### src/rtl/seg_scan_decoder.sv
// seg_scan_decoder
//   Recovers the hex value shown on a multiplexed 4-digit, 7-segment display
//   by snooping its digit-enable and segment lines. Every pin is synchronized.
//   A digit is captured once its enable/segment pattern has held steady for
//   SETTLE consecutive synchronized samples. A frame completes when all four
//   digits have been captured with legal patterns.
//
// Ports
//   CLK, RST_N        clock (rising edge), asynchronous active-low reset
//   DS_EN1..DS_EN4    digit enables, active-low, EN1 = most significant digit
//   DS_A..DS_G, DS_DP segment lines, active-high
//   DIGITS[15:0]      decoded digits, [15:12] from EN1 ... [3:0] from EN4
//   DP[3:0]           captured decimal points, bit 3 from EN1
//   VALID             sticky, set when the first frame completes
//   FRAME_DONE        one-cycle pulse per completed frame
//   ERR[3:0]          sticky illegal-pattern flags, bit mapping as DP

module seg_scan_decoder #(
  parameter int unsigned SETTLE = 4
) (
  input  logic        CLK,
  input  logic        RST_N,
  input  logic        DS_EN1,
  input  logic        DS_EN2,
  input  logic        DS_EN3,
  input  logic        DS_EN4,
  input  logic        DS_A,
  input  logic        DS_B,
  input  logic        DS_C,
  input  logic        DS_D,
  input  logic        DS_E,
  input  logic        DS_F,
  input  logic        DS_G,
  input  logic        DS_DP,
  output logic [15:0] DIGITS,
  output logic [3:0]  DP,
  output logic        VALID,
  output logic        FRAME_DONE,
  output logic [3:0]  ERR
);

  localparam logic [7:0] CNT_MAX = 8'(SETTLE);
  // Capture fires on the edge where the count moves to SETTLE-1.
  localparam logic [7:0] CNT_CAP = 8'(SETTLE - 2);

  // {EN1, EN2, EN3, EN4, A, B, C, D, E, F, G, DP}
  logic [11:0] pins;
  logic [11:0] sync1;
  logic [11:0] sync2;
  logic [11:0] prev;

  logic [7:0]  cnt;
  logic [3:0]  seen;
  logic [3:0]  seen_nxt;

  logic [3:0]  en_n;
  logic [3:0]  sel_mask;
  logic [6:0]  seg7;
  logic        dp_in;
  logic        selected;
  logic        same;
  logic        cap;

  logic        legal;
  logic [3:0]  nib;
  logic [15:0] digits_nxt;
  logic [3:0]  dp_nxt;

  assign pins = {DS_EN1, DS_EN2, DS_EN3, DS_EN4,
                 DS_A, DS_B, DS_C, DS_D, DS_E, DS_F, DS_G, DS_DP};

  assign en_n     = sync2[11:8];
  assign seg7     = sync2[7:1];
  assign dp_in    = sync2[0];
  assign sel_mask = ~en_n;

  // Exactly one enable low: non-zero mask with a single bit set.
  assign selected = (sel_mask != 4'd0) && ((sel_mask & (sel_mask - 4'd1)) == 4'd0);
  assign same     = (sync2 == prev);
  // The count saturates past CNT_CAP, so a held pattern captures only once.
  assign cap      = selected && same && (cnt == CNT_CAP);

  // Segment pattern A..G (A = MSB) to hex value.
  always_comb begin
    legal = 1'b1;
    nib   = 4'h0;
    case (seg7)
      7'b1111110: nib = 4'h0;
      7'b0110000: nib = 4'h1;
      7'b1101101: nib = 4'h2;
      7'b1111001: nib = 4'h3;
      7'b0110011: nib = 4'h4;
      7'b1011011: nib = 4'h5;
      7'b1011111: nib = 4'h6;
      7'b1110000: nib = 4'h7;
      7'b1111111: nib = 4'h8;
      7'b1111011: nib = 4'h9;
      7'b1110111: nib = 4'hA;
      7'b0011111: nib = 4'hB;
      7'b1001110: nib = 4'hC;
      7'b0111101: nib = 4'hD;
      7'b1001111: nib = 4'hE;
      7'b1000111: nib = 4'hF;
      default:    legal = 1'b0;
    endcase
  end

  // Replace the nibble/DP bit of the selected digit.
  always_comb begin
    digits_nxt = DIGITS;
    dp_nxt     = DP;
    for (int unsigned i = 0; i < 4; i++) begin
      if (sel_mask[i]) begin
        digits_nxt[i*4 +: 4] = nib;
        dp_nxt[i]            = dp_in;
      end
    end
  end

  // A completed frame clears the seen set in the cycle FRAME_DONE is raised.
  always_comb begin
    seen_nxt = (seen == 4'hF) ? 4'h0 : seen;
    if (cap && legal) begin
      seen_nxt = seen_nxt | sel_mask;
    end
  end

  always_ff @(posedge CLK or negedge RST_N) begin
    if (!RST_N) begin
      sync1 <= '0;
      sync2 <= '0;
      prev  <= '0;
    end else begin
      sync1 <= pins;
      sync2 <= sync1;
      prev  <= sync2;
    end
  end

  always_ff @(posedge CLK or negedge RST_N) begin
    if (!RST_N) begin
      cnt <= '0;
    end else if (!selected || !same) begin
      cnt <= '0;
    end else if (cnt != CNT_MAX) begin
      cnt <= cnt + 8'd1;
    end
  end

  always_ff @(posedge CLK or negedge RST_N) begin
    if (!RST_N) begin
      DIGITS     <= '0;
      DP         <= '0;
      VALID      <= 1'b0;
      FRAME_DONE <= 1'b0;
      ERR        <= '0;
      seen       <= '0;
    end else begin
      FRAME_DONE <= (seen == 4'hF);
      if (seen == 4'hF) begin
        VALID <= 1'b1;
      end
      seen <= seen_nxt;
      if (cap) begin
        if (legal) begin
          DIGITS <= digits_nxt;
          DP     <= dp_nxt;
        end else begin
          ERR <= ERR | sel_mask;
        end
      end
    end
  end

endmodule

### config.mk
export PLATFORM = sky130hd
export DESIGN_NAME = seg_scan_decoder
export DESIGN_NICKNAME = d
export VERILOG_FILES = /design/src/rtl/seg_scan_decoder.sv
export SDC_FILE = /design/constraint.sdc
export NUM_CORES = 1
export LEC_CHECK = 0
export ABC_CLOCK_PERIOD_IN_PS = 4400
export CORE_MARGIN = 8
export CORE_UTILIZATION = 35
export CTS_BUF_LIST = sky130_fd_sc_hd__clkbuf_2 sky130_fd_sc_hd__clkbuf_4 sky130_fd_sc_hd__clkbuf_8
export DETAILED_ROUTE_END_ITERATION = 16
export MAX_ROUTING_LAYER = met4
export PLACE_DENSITY = 0.53
export SLEW_MARGIN = 20
export SYNTH_ARGS = -nofsm -noshare
export SYNTH_HDL_FRONTEND = slang
export SYNTH_SLANG_ARGS = --single-unit
### constraint.sdc
create_clock -name CLK -period 4.4 [get_ports CLK]
set_clock_uncertainty 0.05 [all_clocks]
set_input_delay 0.66 -clock CLK [delete_from_list [all_inputs] [get_ports CLK]]
set_output_delay 0.66 -clock CLK [all_outputs]
set_load 0.02 [all_outputs]
==> results_dict.tcl <==
set metrics [dict create \
    worst-path-stages 5 \
    worst-path-buf-inv 0 \
    pwr-share-seq 0.550 \
    dp_hpwl_mm 4.27 \
    crit_family "compound AO/OA/AOI/OAI gates" \
    combPwrFrac 0.044 \
    finalWirelength_mm 6.26 \
    cts_hold_buf 0 \
    cts_tree "yes" \
    cp_data_required_time_ns 4.58 \
    grt-ovfl-total 0 \
    grt_pass1_wl_mm 10.7 \
    numCtsBuffers 9 \
    fmax_ghz 0.350 \
    drv_cap 0 \
    crit_chain "xor2_1 > nor4_4 > o2111ai_2 > a311oi_4 > mux2_4" \
    syn_nets 268 \
    pwr-share-clk 0.406 \
    min_path_type "register to register" \
    grtUsageMet2 0.154 \
    n_antenna_cell 0 \
    syn2layout_area_growth_pct 20.1 \
    avgSynthCellArea_sq_um 12.8 \
    netlist_area_sq_um 3200 \
    initial_core_util 0.353 \
    core_area_sq_um 9060 \
    viasPerCell 4.89 \
    busiest_layer "met2" \
    clock_latency_ns 0.35 \
    setup_tns_ns 0 \
    fp.dieArea_sq_um 12500 \
    finalCriticalPeriod_ns 2.86 \
    vias 1977 \
    grt_use_total 0.112 \
    ys_ff_latch 74 \
    synth.largest_area_cell "dfrtp_1" \
    yosys_warnings 0 \
    sw_frac_of_total 0.244 \
    worstRegToRegCells 5 \
    synth_commonest_cells "74 x dfrtp_1, 19 x inv_1, 18 x xor2_1, 16 x nor2_1, 11 x mux2i_1" \
    ioPinCount 40 \
    endpoint_kind "register" \
    cp_slowest_cell "a311oi_4" \
    grt_pass1_vias 2024 \
    grt_max_degree 75 \
    grt_setup_unrepaired "false" \
    hold_viol 0 \
    finalPower_w 0.00130 \
    max_slew_margin 0.283 \
    yosysSeqAreaShare 0.578 \
    die_x_um 112 \
    ctsResizeCount 0 \
    period_share 0.650 \
    crit_arrival_ns 3.04 \
    grtUsageMet3 0.0319 \
    synth_edf_count 0 \
    synthTopCellsByArea "dfrtp_1 58%, xor2_1 4.9%, mux2i_1 3.4%, a311oi_4 3.3%, inv_1 2.2%" \
    layout.nets 305 \
    synth_top_area_frac 0.578 \
    finalSetupViolations 0 \
    cts.path.max_buffers 2 \
    async_flop_share 1.00 \
    crit_type "register to register" \
    start_kind "register" \
    ys.flop_type "dfrtp_1" \
    maxSlewViolCount 0 \
    drive_above_1_share 0.147 \
    antenna_found_initial 0 \
    drt.antenna.violating_nets 0 \
    p_int_w 0.000987 \
    status "finished, final reports clean" \
    drc 0 \
    post_cts.repair.setup_buffers 0 \
    clk_pin_slew_worst_paths_ns 0.08 \
    whs_path_depth 0 \
    root_buffer "clkbuf_8" \
    ir_drop_v 0.000164 \
    cp_max_fo 15 \
    leakage_nw 1.65 \
    use_met1 0.147 \
    slowest_delay_ns 0.72 \
    p_sw_w 0.000318 \
    h-tree-depth 3 \
    worst_slew_pin_slew_ns 1.06 \
    dr.pass1.iters 5 \
    cts.sinks 74 \
    wl_per_cell_um 15.5 \
    syn_inst 251 \
    synth.most_common_cell "dfrtp_1" \
    portBuffers 39 \
    drt-initial-drc-count 75 \
    placementRows 35 \
    synth_cell_types 53 \
    pwr_density_cell_nw_per_um2 339 \
    gp_congestion 0.824 \
    die_h_um 112 \
]
==> worst reg2reg max path, cell delays in order, from the launching register on <==
cell,delay [ns]
dfrtp_1,0.66
xor2_1,0.19
nor4_4,0.27
o2111ai_2,0.50
a311oi_4,0.73
mux2_4,0.35
==> final cells by class <==
type	count	area, sq um
Inverter	19	71.3
Clock buffer	9	124
Multi-Input combinational cell	145	1190
Clock inverter	7	77.6
Fill cell	848	5220
Timing Repair Buffer	39	388
Sequential cell	74	1850
Tap cell	111	139
==> path summary, 6_finish.rpt <==
path	from	to	slack [ns]
max	sync2[3]	DP[0]	1.54
min	sync1[4]	sync2[4]	0.30
max reg2reg	sync2[3]	DP[0]	1.54
min reg2reg	sync1[4]	sync2[4]	0.30
max in group asynchronous	RST_N	cnt[6]	3.32
min in group asynchronous	RST_N	seen[0]	0.38
==> power groups by stage <==
stage / clock network [W] / logic, W / registers, W
6_report: 0.000529 / 0.0000574 / 0.000718
4_1_cts: 0.000552 / 0.0000595 / 0.000718
2_1_floorplan: 0 / 0.0000442 / 0.000717
3_5_place_dp: 0 / 0.0000593 / 0.000732
5_1_grt: 0.000584 / 0.0000652 / 0.000721
3_3_place_gp: 0 / 0.0000595 / 0.000732
==> cells by family (layout without fill, tap and decap cells) <==
kind of cell / Yosys count / in the layout / share of synthesized area
flip-flops: 74 / 74 / 0.578
AND/OR/NAND/NOR: 73 / 73 / 0.151
adder cells (fa/ha/maj): 3 / 3 / 0.0117
multiplexers: 15 / 15 / 0.0531
AO/OA/AOI/OAI: 35 / 35 / 0.106
XOR/XNOR: 19 / 19 / 0.0520
buffers and inverters: 32 / 74 / 0.0485
==> flip-flops by register name, summed over array words and instances, names as in the netlist <==
name,count
sync1,12
DIGITS,16
cnt,8
prev,12
DP,4
VALID,1
sync2,12
FRAME_DONE,1
ERR,4
seen,4
==> routing by layer <==
metal  routed length (um)  share of wire  vias to the layer above
met2                 2750           0.44                       41
met1                 3160           0.51                      970
li1                     -              -                      958
met5                    0              0                        -
met4                  106          0.017                        0
met3                  243          0.039                        8
==> cells in the final DEF, fill, tap and decap left out, types with 3 or more instances in the layout <==
cell             count
dfrtp_1             74
clkdlybuf4s50_1     38
inv_1               19
xor2_1              18
nor2_1              16
mux2i_1             11
clkbuf_8             9
nand3_1              8
nand4_1              7
nand2_1              5
o21ai_0              5
o22ai_1              5
a21oi_1              4
a311oi_4             4
nand2b_1             4
mux2_4               4
a31o_2               4
nand4b_1             4
nor2b_1              3
nor3_1               3
a21o_1               3
and3_1               3
ha_1                 3
clkinv_4             3
==> metrics by stage <==
stage	setup slack (ns)	hold slack [ns]	instance area, sq um	utilization	cells
after global placement	1.56	0.282	3640	0.402	388
after global routing	1.38	0.309	3850	0.424	404
final	1.54	0.301	3850	0.424	404
after CTS	1.54	0.300	3850	0.424	404
after floorplan	2.05	0.281	3200	-	251
after detailed placement	1.55	0.285	3640	0.402	388
Power figures use the tool's default switching activity.
